$ cat src/rtl/vga_pkg.sv
// Shared VGA timing defaults, scan-phase encoding, RGB444 pixel type and test-bar colour helper.
package vga_pkg;

  localparam int H_ACTIVE_DEF = 640;
  localparam int H_FP_DEF     = 16;
  localparam int H_SYNC_DEF   = 96;
  localparam int H_BP_DEF     = 48;
  localparam int V_ACTIVE_DEF = 480;
  localparam int V_FP_DEF     = 10;
  localparam int V_SYNC_DEF   = 2;
  localparam int V_BP_DEF     = 33;

  typedef enum logic [1:0] {
    ACTIVE = 2'd0,
    FRONT  = 2'd1,
    SYNC   = 2'd2,
    BACK   = 2'd3
  } phase_t;

  typedef struct packed {
    logic [3:0] r;
    logic [3:0] g;
    logic [3:0] b;
  } rgb444_t;

  // Bar index bits {2,1,0} map to {R,G,B}: bar 0 is black, bar 7 is white.
  function automatic rgb444_t bar_colour(input logic [2:0] idx);
    rgb444_t c;
    c.r = idx[2] ? 4'hF : 4'h0;
    c.g = idx[1] ? 4'hF : 4'h0;
    c.b = idx[0] ? 4'hF : 4'h0;
    return c;
  endfunction

endpackage

$ cat src/rtl/vga_axis_counter.sv
// One scan axis: count 0..total-1 plus ACTIVE/FRONT/SYNC/BACK phase, stepping only when adv is high.
// count/phase are registered; wrap is combinational and marks the total-1 -> 0 step; no backpressure.
module vga_axis_counter
  import vga_pkg::*;
#(
  parameter int ACTIVE_LEN = 640,
  parameter int FRONT_LEN  = 16,
  parameter int SYNC_LEN   = 96,
  parameter int BACK_LEN   = 48,
  parameter int W          = 10
) (
  input  logic         clk,
  input  logic         rst,
  input  logic         adv,
  output logic [W-1:0] count,
  output phase_t       phase,
  output logic         wrap
);

  localparam int TOTAL = ACTIVE_LEN + FRONT_LEN + SYNC_LEN + BACK_LEN;

  logic [W-1:0] ph_cnt;
  logic [W-1:0] ph_cnt_nxt;
  logic [W-1:0] count_nxt;
  logic [W-1:0] ph_last;
  phase_t       phase_nxt;

  always_ff @(posedge clk) begin
    if (rst) begin
      count  <= '0;
      ph_cnt <= '0;
      phase  <= ACTIVE;
    end else begin
      count  <= count_nxt;
      ph_cnt <= ph_cnt_nxt;
      phase  <= phase_nxt;
    end
  end

  always_comb begin
    ph_last    = W'(ACTIVE_LEN - 1);
    count_nxt  = count;
    ph_cnt_nxt = ph_cnt;
    phase_nxt  = phase;
    case (phase)
      ACTIVE:  ph_last = W'(ACTIVE_LEN - 1);
      FRONT:   ph_last = W'(FRONT_LEN - 1);
      SYNC:    ph_last = W'(SYNC_LEN - 1);
      default: ph_last = W'(BACK_LEN - 1);
    endcase
    wrap = adv && (count == W'(TOTAL - 1));
    if (adv) begin
      count_nxt = wrap ? '0 : count + 1'b1;
      if (ph_cnt == ph_last) begin
        ph_cnt_nxt = '0;
        case (phase)
          ACTIVE:  phase_nxt = FRONT;
          FRONT:   phase_nxt = SYNC;
          SYNC:    phase_nxt = BACK;
          default: phase_nxt = ACTIVE;
        endcase
      end else begin
        ph_cnt_nxt = ph_cnt + 1'b1;
      end
    end
  end

endmodule

$ cat src/rtl/vga_scan_gen.sv
// VGA scan generator: col/row and frame pulses at zero latency, vga_* outputs RENDER_LAT+1 cycles later, no backpressure.
// Macro VGA_TEST_PATTERN_EN: when defined, test_mode=1 swaps renderer colours for eight 80-pixel colour bars.
module vga_scan_gen
  import vga_pkg::*;
#(
  parameter int H_ACTIVE   = H_ACTIVE_DEF,
  parameter int H_FP       = H_FP_DEF,
  parameter int H_SYNC     = H_SYNC_DEF,
  parameter int H_BP       = H_BP_DEF,
  parameter int V_ACTIVE   = V_ACTIVE_DEF,
  parameter int V_FP       = V_FP_DEF,
  parameter int V_SYNC     = V_SYNC_DEF,
  parameter int V_BP       = V_BP_DEF,
  parameter int RENDER_LAT = 1,
  parameter bit SYNC_POL   = 1'b0
) (
  input  logic       pixel_clk,
  input  logic       resetSwitch,
  output logic [9:0] col,
  output logic [8:0] row,
  input  logic [3:0] red_in,
  input  logic [3:0] green_in,
  input  logic [3:0] blue_in,
  input  logic       test_mode,
  output logic       vga_hs,
  output logic       vga_vs,
  output logic [3:0] vga_r,
  output logic [3:0] vga_g,
  output logic [3:0] vga_b,
  output logic       vga_de,
  output logic       frame_start,
  output logic       frame_end
);

  typedef struct packed {
    logic       hs;
    logic       vs;
    logic       de;
`ifdef VGA_TEST_PATTERN_EN
    logic [9:0] col;
`endif
  } tap_t;

  logic [9:0] h_count;
  logic [9:0] v_count;
  phase_t     h_phase;
  phase_t     v_phase;
  logic       h_wrap;
  logic       unused_v_wrap;
  tap_t       tap_raw;
  tap_t       tap_dly;
  rgb444_t    pix;
  rgb444_t    rgb_q;

  vga_axis_counter #(
    .ACTIVE_LEN(H_ACTIVE), .FRONT_LEN(H_FP), .SYNC_LEN(H_SYNC), .BACK_LEN(H_BP), .W(10)
  ) u_h_axis (
    .clk(pixel_clk), .rst(resetSwitch), .adv(1'b1),
    .count(h_count), .phase(h_phase), .wrap(h_wrap)
  );

  vga_axis_counter #(
    .ACTIVE_LEN(V_ACTIVE), .FRONT_LEN(V_FP), .SYNC_LEN(V_SYNC), .BACK_LEN(V_BP), .W(10)
  ) u_v_axis (
    .clk(pixel_clk), .rst(resetSwitch), .adv(h_wrap),
    .count(v_count), .phase(v_phase), .wrap(unused_v_wrap)
  );

  assign col = (h_phase == ACTIVE) ? h_count : '0;
  assign row = (v_phase == ACTIVE) ? v_count[8:0] : '0;

  // Gated by reset so the pulses stay low while the counters are held at zero.
  assign frame_start = !resetSwitch && (h_count == '0) && (v_count == '0);
  assign frame_end   = !resetSwitch && (h_count == '0) && (v_count == 10'(V_ACTIVE));

  always_comb begin
    tap_raw    = '0;
    tap_raw.hs = (h_phase == SYNC);
    tap_raw.vs = (v_phase == SYNC);
    tap_raw.de = (h_phase == ACTIVE) && (v_phase == ACTIVE);
`ifdef VGA_TEST_PATTERN_EN
    tap_raw.col = col;
`endif
  end

  generate
    if (RENDER_LAT == 0) begin : g_lat0
      assign tap_dly = tap_raw;
    end else begin : g_latn
      tap_t pipe [RENDER_LAT];
      always_ff @(posedge pixel_clk) begin
        if (resetSwitch) begin
          for (int i = 0; i < RENDER_LAT; i++) pipe[i] <= '0;
        end else begin
          pipe[0] <= tap_raw;
          for (int i = 1; i < RENDER_LAT; i++) pipe[i] <= pipe[i-1];
        end
      end
      assign tap_dly = pipe[RENDER_LAT-1];
    end
  endgenerate

  // Renderer colour arrives now for the coordinates carried by tap_dly.
  always_comb begin
    pix = '0;
    if (tap_dly.de) begin
      pix = {red_in, green_in, blue_in};
`ifdef VGA_TEST_PATTERN_EN
      if (test_mode) pix = bar_colour(3'(tap_dly.col / 10'd80));
`endif
    end
  end

`ifndef VGA_TEST_PATTERN_EN
  logic unused_test_mode;
  assign unused_test_mode = test_mode;
`endif

  always_ff @(posedge pixel_clk) begin
    if (resetSwitch) begin
      vga_hs <= ~SYNC_POL;
      vga_vs <= ~SYNC_POL;
      vga_de <= 1'b0;
      rgb_q  <= '0;
    end else begin
      vga_hs <= tap_dly.hs ? SYNC_POL : ~SYNC_POL;
      vga_vs <= tap_dly.vs ? SYNC_POL : ~SYNC_POL;
      vga_de <= tap_dly.de;
      rgb_q  <= pix;
    end
  end

  assign vga_r = rgb_q.r;
  assign vga_g = rgb_q.g;
  assign vga_b = rgb_q.b;

endmodule

$ cat config.mk
export PLATFORM = sky130hd
export DESIGN_NAME = vga_scan_gen
export DESIGN_NICKNAME = d
export VERILOG_FILES = /design/src/rtl/vga_pkg.sv /design/src/rtl/vga_axis_counter.sv /design/src/rtl/vga_scan_gen.sv
export SDC_FILE = /design/constraint.sdc
export NUM_CORES = 1
export LEC_CHECK = 0
export CAP_MARGIN = 20
export CORE_ASPECT_RATIO = 0.8
export CORE_MARGIN = 8
export CORE_UTILIZATION = 52
export DETAILED_ROUTE_END_ITERATION = 16
export HOLD_SLACK_MARGIN = 0.06
export PLACE_DENSITY = 0.88
export SKIP_CTS_REPAIR_TIMING = 1
export SYNTH_ARGS = -nofsm -noshare
export SYNTH_HDL_FRONTEND = slang
export SYNTH_SLANG_ARGS = --single-unit
$ cat constraint.sdc
create_clock -name pixel_clk -period 2.6 [get_ports pixel_clk]
set_input_delay 0.78 -clock pixel_clk [delete_from_list [all_inputs] [get_ports pixel_clk]]
set_output_delay 0.78 -clock pixel_clk [all_outputs]
set_load 0.1 [all_outputs]
==> flow_summary.json <==
{
  "critical_path_class": "in2out",
  "synthArstFlopShare_pct": 0,
  "crit_family": "buffers and inverters",
  "synth_area_um2": 2830,
  "synth_nets": 347,
  "grt_overflow_total": 0,
  "die_area_um2": 8070,
  "dieWidth_um": 98.4,
  "gp_congestion": 0.868,
  "synth-edff-count": 0,
  "portBuffers": 49,
  "slew_headroom_pct": 55.9,
  "powerDensity_nw_per_um2": 512,
  "cts-root-buf": "clkbuf_8",
  "hpwl_mm": 4.47,
  "hold_viol": 0,
  "core_um2": 5350,
  "die_h_um": 81.9,
  "max_freq_ghz": 0.392,
  "p_leak_nw": 1.54,
  "drive_gt1_share_pct": 20.8,
  "vias_per_cell": 5.59,
  "drt_first_pass_iters": 5,
  "antenna_found_initial": 0,
  "h-tree-depth": 3,
  "synth_common_cells": "dfxtp_1, nor2_1, and2_1, xor2_1",
  "synth_most_common_cell": "dfxtp_1",
  "end_kind": "output port",
  "clkTransAtPathRegs_ps": 70,
  "top_level_ports": 51,
  "grt_setup_unrepaired": "true",
  "setup_viol": 0,
  "rows": 24,
  "critPathMaxStageDelay_ps": 200,
  "clock_skew_ps": 9.94,
  "ant_nets": 0,
  "seq_area_frac_synth_pct": 43.9,
  "totalNegativeSetupSlack_ps": 0,
  "cp.arrival_ps": 1770,
  "synth-seq-cells": 62,
  "nFillCells": 348,
  "drt_iter0_drc": 168,
  "clock-sinks": 62,
  "grt_pass1_vias": 2297,
  "synth_ff_type": "dfxtp_1",
  "syn_area_per_cell_um2": 8.83,
  "syn2layout_area_growth_pct": 36.1,
  "cp-start-kind": "input pin",
  "num_antenna_cells": 0,
  "crit_fanout": 2,
  "clockBufferDepth": 2,
  "post-place-ws_ps": -228,
  "finalCritPeriodShare_pct": 98.0,
  "nets": 401,
  "syn_inst": 320,
  "crit_chain": "dlymetal6s2s_1 -> nor3_2 -> nand4_1 -> buf_6 -> nor3_4 -> buf_12",
  "max_cap_violations": 0,
  "hold_slack_ps": 382,
  "grt_usage_pct": 16.6,
  "worst_slack_ps": 51.5,
  "drt_drc_violations_left": 0,
  "status": "finished, final reports clean",
  "min_period_ps": 2550,
  "cp.required_ps": 1820,
  "cts-buffers-inserted": 9,
  "cts_tree": "done",
  "grt_max_degree": 38,
  "wl_mm": 6.82,
  "wire_per_inst_um": 15.4,
  "drv_slew": 0,
  "ir_drop_v": 0.000289,
  "yosys-top-cells-area": "dfxtp_1, and2_1, xor2_1, ha_1, nor2_1",
  "critPathBufInv": 3,
  "initial_core_util_pct": 52.9,
  "yosysTopAreaCell": "dfxtp_1",
  "synth.distinct_cells": 39,
  "hold_class": "reg2reg",
  "synth_top_area_share_pct": 43.9,
  "vias": 2484,
  "clock_latency_ps": 340,
  "grt_pass1_wl_mm": 10.7,
  "tightest_slew_ps": 660,
  "slowest_stage": "buf_12",
  "synth_warnings": 0
}
-- layer usage --
metal	share of wire [%]	vias up	GRT usage (%)
met2	49	80	27.2
met4	1.6	0	6.11
met3	6.6	8	5.42
met1	43	1191	20.2
met5	0	-	0
li1	-	1205	-
-- final timing paths --
check,start,end,slack (ps),cells after the start
max,resetSwitch,frame_start,50,6
min,g_latn.pipe[0][2],vga_hs,380,1
max reg2reg,u_v_axis.phase[0],u_v_axis.phase[0],360,7
min reg2reg,g_latn.pipe[0][2],vga_hs,380,1
-- flip-flops by register name (all words and copies together) (netlist names) --
| signal | flops |
|---|---|
| vga_vs | 1 |
| u_h_axis.ph_cnt | 10 |
| vga_b | 4 |
| vga_hs | 1 |
| u_h_axis.phase | 2 |
| u_v_axis.count | 10 |
| vga_g | 4 |
| vga_de | 1 |
| vga_r | 4 |
| u_h_axis.count | 10 |
| u_v_axis.ph_cnt | 10 |
| u_v_axis.phase | 2 |
| g_latn.pipe | 3 |
-- stage by stage --
stage / util [%] / power, W / area (µm²) / cells
floorplan: - / 0.00116 / 2880 / 320
global placement: 67.1 / 0.00123 / 3590 / 426
detailed placement: 67.1 / 0.00123 / 3590 / 426
CTS: 70.3 / 0.00197 / 3760 / 442
global route: 72.0 / 0.00204 / 3850 / 444
finish: 72.0 / 0.00197 / 3850 / 444
-- final cells by class --
type | instances | area, µm² | share of cell area [%]
timing repair buffer | 58 | 737 | 19.2
tap | 65 | 81.3 | 2.11
inverter | 11 | 43.8 | 1.14
multi-input combinational | 232 | 1560 | 40.6
sequential | 62 | 1250 | 32.5
clock inverter | 7 | 50.0 | 1.30
clock buffer | 9 | 124 | 3.22
-- report_power, final --
part           internal (W)  switching [W]  leakage [nW]
Clock              0.000348       0.000396        0.0933
Sequential         0.000970      0.0000197         0.505
Combinational     0.0000834       0.000153         0.946
Total               0.00140       0.000569          1.54
-- cells by family (layout without fill, tap and decap cells) --
kind of cell / after synthesis / after routing / share of synthesized area, %
AND/OR/NAND/NOR: 163 / 163 / 31.8
adder cells (fa/ha/maj): 12 / 12 / 5.31
XOR/XNOR: 28 / 28 / 8.68
buffers and inverters: 26 / 85 / 3.76
multiplexers: 1 / 1 / 0.354
flip-flops: 62 / 62 / 43.9
AO/OA/AOI/OAI: 28 / 28 / 6.20
-- placed cells by master (no fill, tap or decap), drive strengths merged, types with 3 or more instances in the layout --
cell type,count
ha,12
dfxtp,62
clkinv,6
buf,45
a21oi,12
nand4,14
nor3,13
o21ai,5
xnor2,9
nor2,35
nand4b,3
xor2,19
nor2b,3
nand3,16
and3,10
inv,12
and2,31
clkdlybuf4s50,12
nand2,15
nand3b,5
clkbuf,9
or4,5
No activity file was read; power rests on OpenSTA's default activity.
